[src/rtl/fir_mac_sequencer_if.sv]
// Sample, result, coefficient-port and status signals of the time-multiplexed FIR.
// The source/sink side takes the master modport; the filter takes the slave modport.
interface fir_mac_sequencer_if #(
    parameter int TAPS = 4,
    parameter int DW   = 8,
    parameter int CW   = 8,
    parameter int OW   = 8
);
    localparam int AW = $clog2(TAPS);

    logic          in_valid;
    logic          in_ready;
    logic [DW-1:0] x_in;
    logic          out_valid;
    logic          out_ready;
    logic [OW-1:0] y_out;
    logic          coef_we;
    logic [AW-1:0] coef_addr;
    logic [CW-1:0] coef_wdata;
    logic          busy;

    modport master (
        output in_valid, x_in, out_ready, coef_we, coef_addr, coef_wdata,
        input  in_ready, out_valid, y_out, busy
    );

    modport slave (
        input  in_valid, x_in, out_ready, coef_we, coef_addr, coef_wdata,
        output in_ready, out_valid, y_out, busy
    );
endinterface

[src/rtl/fir_mac_sequencer.sv]
// TAPS-tap unsigned FIR that uses one shared multiplier and computes one tap product per clock.
// Define FIR_SAT_EN to saturate y_out at 2^OW-1 instead of wrapping modulo 2^OW.
module fir_mac_sequencer #(
    parameter int TAPS = 4,
    parameter int DW   = 8,
    parameter int CW   = 8,
    parameter int OW   = 8
) (
    input  logic               clk,
    input  logic               rst,
    fir_mac_sequencer_if.slave bus
);
    localparam int AW   = $clog2(TAPS);
    localparam int PW   = DW + CW;
    localparam int ACCW = PW + $clog2(TAPS);

    localparam logic [1:0] ST_IDLE = 2'd0;
    localparam logic [1:0] ST_MAC  = 2'd1;
    localparam logic [1:0] ST_OUT  = 2'd2;

    localparam logic [AW-1:0] K_LAST = AW'(TAPS - 1);
    localparam logic [AW:0]   TAPS_W = (AW + 1)'(TAPS);

    logic [1:0]      state_q, state_d;
    logic [AW-1:0]   k_q, k_d;
    logic [ACCW-1:0] acc_q, acc_d;
    logic [DW-1:0]   x_q [TAPS];
    logic [DW-1:0]   x_d [TAPS];
    logic [CW-1:0]   h_q [TAPS];
    logic [CW-1:0]   h_d [TAPS];
    logic [OW-1:0]   y_q, y_d;
    logic            in_ready_q, in_ready_d;
    logic            out_valid_q, out_valid_d;
    logic            busy_q, busy_d;

    logic [PW-1:0]   prod_s;
    logic [ACCW-1:0] acc_sum_s;
    logic [OW-1:0]   y_sel_s;
    logic            addr_ok_s;

    // Operands are zero-extended so the product is computed at full DW+CW width.
    assign prod_s    = {{CW{1'b0}}, x_q[k_q]} * {{DW{1'b0}}, h_q[k_q]};
    assign acc_sum_s = acc_q + {{(ACCW - PW){1'b0}}, prod_s};
    assign addr_ok_s = ({1'b0, bus.coef_addr} < TAPS_W);

`ifdef FIR_SAT_EN
    assign y_sel_s = (acc_sum_s[ACCW-1:OW] != '0) ? {OW{1'b1}} : acc_sum_s[OW-1:0];
`else
    assign y_sel_s = acc_sum_s[OW-1:0];
`endif

    assign bus.in_ready  = in_ready_q;
    assign bus.out_valid = out_valid_q;
    assign bus.y_out     = y_q;
    assign bus.busy      = busy_q;

    // Next-state logic: FSM, delay line, coefficient bank, accumulator, output register.
    always_comb begin
        state_d     = state_q;
        k_d         = k_q;
        acc_d       = acc_q;
        x_d         = x_q;
        h_d         = h_q;
        y_d         = y_q;
        in_ready_d  = in_ready_q;
        out_valid_d = out_valid_q;
        busy_d      = busy_q;

        // Coefficient writes land in the same edge as an accept, so the MAC sees the new value.
        if (bus.coef_we && (state_q == ST_IDLE) && addr_ok_s) begin
            h_d[bus.coef_addr] = bus.coef_wdata;
        end else begin
            h_d = h_q;
        end

        case (state_q)
            ST_IDLE: begin
                if (bus.in_valid && in_ready_q) begin
                    x_d[0] = bus.x_in;
                    for (int i = 1; i < TAPS; i++) begin
                        x_d[i] = x_q[i-1];
                    end
                    acc_d      = '0;
                    k_d        = '0;
                    state_d    = ST_MAC;
                    in_ready_d = 1'b0;
                    busy_d     = 1'b1;
                end else begin
                    state_d = ST_IDLE;
                end
            end
            ST_MAC: begin
                acc_d = acc_sum_s;
                if (k_q == K_LAST) begin
                    state_d     = ST_OUT;
                    y_d         = y_sel_s;
                    out_valid_d = 1'b1;
                end else begin
                    k_d = k_q + AW'(1);
                end
            end
            ST_OUT: begin
                if (bus.out_ready) begin
                    state_d     = ST_IDLE;
                    out_valid_d = 1'b0;
                    in_ready_d  = 1'b1;
                    busy_d      = 1'b0;
                end else begin
                    state_d = ST_OUT;
                end
            end
            default: begin
                state_d     = ST_IDLE;
                in_ready_d  = 1'b1;
                out_valid_d = 1'b0;
                busy_d      = 1'b0;
            end
        endcase
    end

    // State registers; reset restores the default coefficient ramp h[i] = i+1.
    always_ff @(posedge clk) begin
        if (rst) begin
            state_q     <= ST_IDLE;
            k_q         <= '0;
            acc_q       <= '0;
            y_q         <= '0;
            in_ready_q  <= 1'b1;
            out_valid_q <= 1'b0;
            busy_q      <= 1'b0;
            for (int i = 0; i < TAPS; i++) begin
                x_q[i] <= '0;
                h_q[i] <= CW'(i + 1);
            end
        end else begin
            state_q     <= state_d;
            k_q         <= k_d;
            acc_q       <= acc_d;
            y_q         <= y_d;
            in_ready_q  <= in_ready_d;
            out_valid_q <= out_valid_d;
            busy_q      <= busy_d;
            x_q         <= x_d;
            h_q         <= h_d;
        end
    end
endmodule

[src/flat_wrapper.sv]
// flat-port wrapper written by rule: the top's interface ports become plain ports
module fir_mac_sequencer_flat 
#(
    parameter int TAPS = 4,
    parameter int DW   = 8,
    parameter int CW   = 8,
    parameter int OW   = 8
)
  (clk, rst, bus_in_valid, bus_x_in, bus_out_ready, bus_coef_we, bus_coef_addr, bus_coef_wdata, bus_in_ready, bus_out_valid, bus_y_out, bus_busy);
  fir_mac_sequencer_if #(.TAPS(TAPS), .DW(DW), .CW(CW), .OW(OW)) bus_i ();
  input  logic clk;
  input  logic rst;
  input wire logic [$bits(bus_i.in_valid)-1:0] bus_in_valid;
  input wire logic [$bits(bus_i.x_in)-1:0] bus_x_in;
  input wire logic [$bits(bus_i.out_ready)-1:0] bus_out_ready;
  input wire logic [$bits(bus_i.coef_we)-1:0] bus_coef_we;
  input wire logic [$bits(bus_i.coef_addr)-1:0] bus_coef_addr;
  input wire logic [$bits(bus_i.coef_wdata)-1:0] bus_coef_wdata;
  output wire logic [$bits(bus_i.in_ready)-1:0] bus_in_ready;
  output wire logic [$bits(bus_i.out_valid)-1:0] bus_out_valid;
  output wire logic [$bits(bus_i.y_out)-1:0] bus_y_out;
  output wire logic [$bits(bus_i.busy)-1:0] bus_busy;
  assign bus_i.in_valid = bus_in_valid;
  assign bus_i.x_in = bus_x_in;
  assign bus_i.out_ready = bus_out_ready;
  assign bus_i.coef_we = bus_coef_we;
  assign bus_i.coef_addr = bus_coef_addr;
  assign bus_i.coef_wdata = bus_coef_wdata;
  assign bus_in_ready = bus_i.in_ready;
  assign bus_out_valid = bus_i.out_valid;
  assign bus_y_out = bus_i.y_out;
  assign bus_busy = bus_i.busy;
  fir_mac_sequencer #(.TAPS(TAPS), .DW(DW), .CW(CW), .OW(OW)) u_core (.clk(clk), .rst(rst), .bus(bus_i));
endmodule
[config.mk]
export PLATFORM = sky130hd
export DESIGN_NAME = fir_mac_sequencer_flat
export DESIGN_NICKNAME = d
export VERILOG_FILES = /design/src/rtl/fir_mac_sequencer_if.sv /design/src/rtl/fir_mac_sequencer.sv /design/src/flat_wrapper.sv
export SDC_FILE = /design/constraint.sdc
export NUM_CORES = 1
export LEC_CHECK = 0
export ABC_AREA = 1
export CORE_MARGIN = 2
export CORE_UTILIZATION = 50
export CTS_CLUSTER_DIAMETER = 30
export CTS_CLUSTER_SIZE = 40
export DETAILED_ROUTE_END_ITERATION = 6
export PLACE_DENSITY = 0.69
export SYNTH_ARGS = -nofsm -noshare
export SYNTH_HDL_FRONTEND = slang
export SYNTH_SLANG_ARGS = --single-unit
[constraint.sdc]
create_clock -name clk -period 13.1 [get_ports clk]
set_clock_uncertainty 0.05 [all_clocks]
set_input_delay 1.31 -clock clk [delete_from_list [all_inputs] [get_ports clk]]
set_output_delay 1.31 -clock clk [all_outputs]
set_load 0.02 [all_outputs]
==> impl_metrics.env <==
export IMPL_status="finished clean"
export IMPL_first_pass_iters=5
export IMPL_finalCritPeriodShare_pct=43.9
export IMPL_p_sw_share_pct=43.4
export IMPL_finalNonFillerCells=875
export IMPL_p_seq_share_pct=35.9
export IMPL_grt_use_total_pct=23.9
export IMPL_synth_edf_count=0
export IMPL_place_ws_ps=7400
export IMPL_clockPowerShare_pct=18.4
export IMPL_grt_antenna_before_repair=0
export IMPL_p_leak_nw=2.50
export IMPL_core_region_area_mm2=0.00973
export IMPL_viasPerCell=5.12
export IMPL_cts_hold_buf=0
export IMPL_start_util_pct=51.1
export IMPL_yosys_cell_count_top_type="nand2_1"
export IMPL_peakVddDrop_uv=98.4
export IMPL_switching_power_w=0.000401
export IMPL_tns_ps=0
export IMPL_hold_class="reg -> reg"
export IMPL_worst_path_max_fanout=22
export IMPL_seq_area_mm2=0.00174
export IMPL_post_cts_resized=0
export IMPL_syn_area_mm2=0.00497
export IMPL_critical_path_startpoint="u_core.k_q[1]"
export IMPL_die_h_um=104
export IMPL_drc=0
export IMPL_clock_latency_ps=370
export IMPL_hold_viol_final=0
export IMPL_place_inst=860
export IMPL_io_pins=34
export IMPL_min_period_ps=5750
export IMPL_rows=36
export IMPL_cp_arrival_ps=5970
export IMPL_via_count=4480
export IMPL_setup_viol=0
export IMPL_hpwl_um=8810
export IMPL_routed_wirelength_um=12100
export IMPL_postSynth_asyncResetShare_pct=0
export IMPL_layout_nets=797
export IMPL_reg2reg_from="u_core.k_q[1]"
export IMPL_maxSlewViolCount=0
export IMPL_setup_slack_ps=7350
export IMPL_synth_fp_nets=781
export IMPL_synth_cells=722
export IMPL_crit_buf_inv=8
export IMPL_nFillCells=995
export IMPL_drt_initial_drc_count=251
export IMPL_max_clock_freq_ghz=0.174
export IMPL_hold_start="u_core.bus.out_valid"
export IMPL_post_drt_wl_per_cell_um=13.8
export IMPL_path_common_cell="nand2_1"
export IMPL_crit_type="reg -> reg"
export IMPL_combPwrFrac_pct=45.6
export IMPL_dieArea_mm2=0.0108
export IMPL_path_clk_slew_ps=90
export IMPL_antenna_cells=0
export IMPL_grt_overflow_total=0
export IMPL_end_kind="flop"
export IMPL_place_gp_congestion=0.908
export IMPL_crit_path_start_kind="flop"
export IMPL_yosysWarnings=0
export IMPL_pwr_density_cell_mw_per_mm2=168
export IMPL_rsz0062_at_grt="false"
export IMPL_synthTopCellsByCount="191 x nand2_1, 97 x inv_1, 87 x dfxtp_1, 74 x nor2_1, 61 x o21ai_0"
export IMPL_die_width_um=104
export IMPL_ctsHtreeMaxLevel=3
export IMPL_yosys_cell_types_count=30
export IMPL_synth_area_leaders="dfxtp_1 35%, nand2_1 14%, inv_1 7.3%"
export IMPL_cts_inserted_buffers=9
export IMPL_critical_path_required_ps=13330
export IMPL_cap_violations=0
export IMPL_synth_area_leader_cell="dfxtp_1"
export IMPL_antenna_left=0
export IMPL_clock_root_buffer="clkbuf_8"
export IMPL_whs_ps=408
export IMPL_cts_tree="built"
export IMPL_grt_pass1_wl_um=20700
export IMPL_ys_seq_area_share_pct=35.1
export IMPL_slew_headroom_pct=9.85
export IMPL_crit_family="adder cells"
export IMPL_cts_setup_buffers=0
export IMPL_synthFlopType="dfxtp_1"
export IMPL_final_layout_size_suffix_gt1_share_pct=4.99
export IMPL_grt_max_degree=60
export IMPL_clockBufferDepth=2
export IMPL_worst_pin_slew_ps=1350
export IMPL_syn_area_per_cell_um2=6.88
export IMPL_clock_sinks=87
export IMPL_crit_path_max_incr_delay_ps=890
export IMPL_yosys_area_top_type_share_pct=35.1
export IMPL_area_growth_pct=10.5
export IMPL_portBuffers=33
export IMPL_grt_pass1_vias=4356
export IMPL_ys_ff_latch=87
export IMPL_worst_path_max_delay_cell="dfxtp_1"
export IMPL_power_internal_w=0.000522
export IMPL_multi_input_area_mm2=0.00267
==> through the flow <==
step                power [W]  utilization (%)  area (um^2)
global route          0.00101             56.4         5490
floorplan            0.000649                -         4970
finish               0.000923             56.4         5490
CTS                  0.000931             56.4         5490
detailed placement   0.000758             54.6         5320
global placement     0.000737             54.6         5320
==> layout make-up <==
cell class	instances	area share [%]
timing repair buffer	37	6.56
sequential	87	31.7
clock buffer	11	2.58
multi-input combinational	504	48.6
tap	133	3.03
inverter	99	6.91
clock inverter	4	0.593
==> power groups by stage <==
stage / logic (W) / clock network, W / registers [W]
after global placement: 0.000401 / 0 / 0.000336
after global routing: 0.000491 / 0.000186 / 0.000336
after CTS: 0.000424 / 0.000176 / 0.000332
after floorplan: 0.000326 / 0 / 0.000323
after detailed placement: 0.000421 / 0 / 0.000337
final: 0.000421 / 0.000170 / 0.000332
==> tightest hold or removal path: stages (launching register included) <==
cell and delay [ps]:
dfxtp_1 320, inv_1 50, a21oi_1 50
==> per-layer routing <==
| metal | global-route usage (%) | part of all wire (%) | up-vias | wire [um] |
|---|---|---|---|---|
| met5 | 0 | 0 | - | 0 |
| met1 | 31.1 | 47 | 2058 | 5660 |
| met4 | 8.01 | 1.8 | 0 | 218 |
| met2 | 39.3 | 46 | 112 | 5550 |
| met3 | 5.66 | 5.2 | 18 | 629 |
| li1 | - | - | 2292 | - |
==> worst paths after layout <==
path | to | slack [ps] | depth (start not counted)
setup / recovery | u_core.bus.y_out[7] | 7350 | 27
hold / removal | u_core.bus.out_valid | 410 | 2
setup reg to reg | u_core.bus.y_out[7] | 7350 | 27
hold reg to reg | u_core.bus.out_valid | 410 | 2
==> kinds of logic after synthesis <==
kind of cell,count (synthesis),share of synthesized area (%)
AO/OA/AOI/OAI,125,12.8
adder cells (fa/ha/maj),36,11.8
buffers and inverters,131,11.3
XOR/XNOR,5,0.882
flip-flops,87,35.1
AND/OR/NAND/NOR,338,28.2
==> flip-flops by register name (all words and copies together) (netlist names) <==
register	cells
u_core.bus.busy	1
u_core.bus.out_valid	1
u_core.h_q	32
u_core.bus.in_ready	1
u_core.acc_q	8
u_core.state_q	2
u_core.x_q	32
u_core.k_q	2
u_core.bus.y_out	8
==> cell usage in the layout, fill, tap and decap left out <==
master / count
buf_4: 4
a211oi_1: 1
fa_1: 18
o211ai_1: 1
nor3_1: 2
nand2_2: 10
a21oi_1: 59
dfxtp_1: 87
clkdlybuf4s50_1: 33
inv_1: 97
nand3_1: 54
o21ai_1: 1
nor2_1: 73
xnor2_1: 3
a21oi_2: 1
nor2_2: 2
o21ai_2: 1
nand3_2: 3
nand3b_1: 2
clkinv_4: 2
o21ai_0: 61
inv_8: 1
clkbuf_1: 1
clkinv_1: 1
clkbuf_8: 10
ha_1: 18
nor3_2: 1
clkinvlp_4: 2
nand2_1: 191
xor2_1: 2
Note: power is estimated with default switching activity, not from simulation.
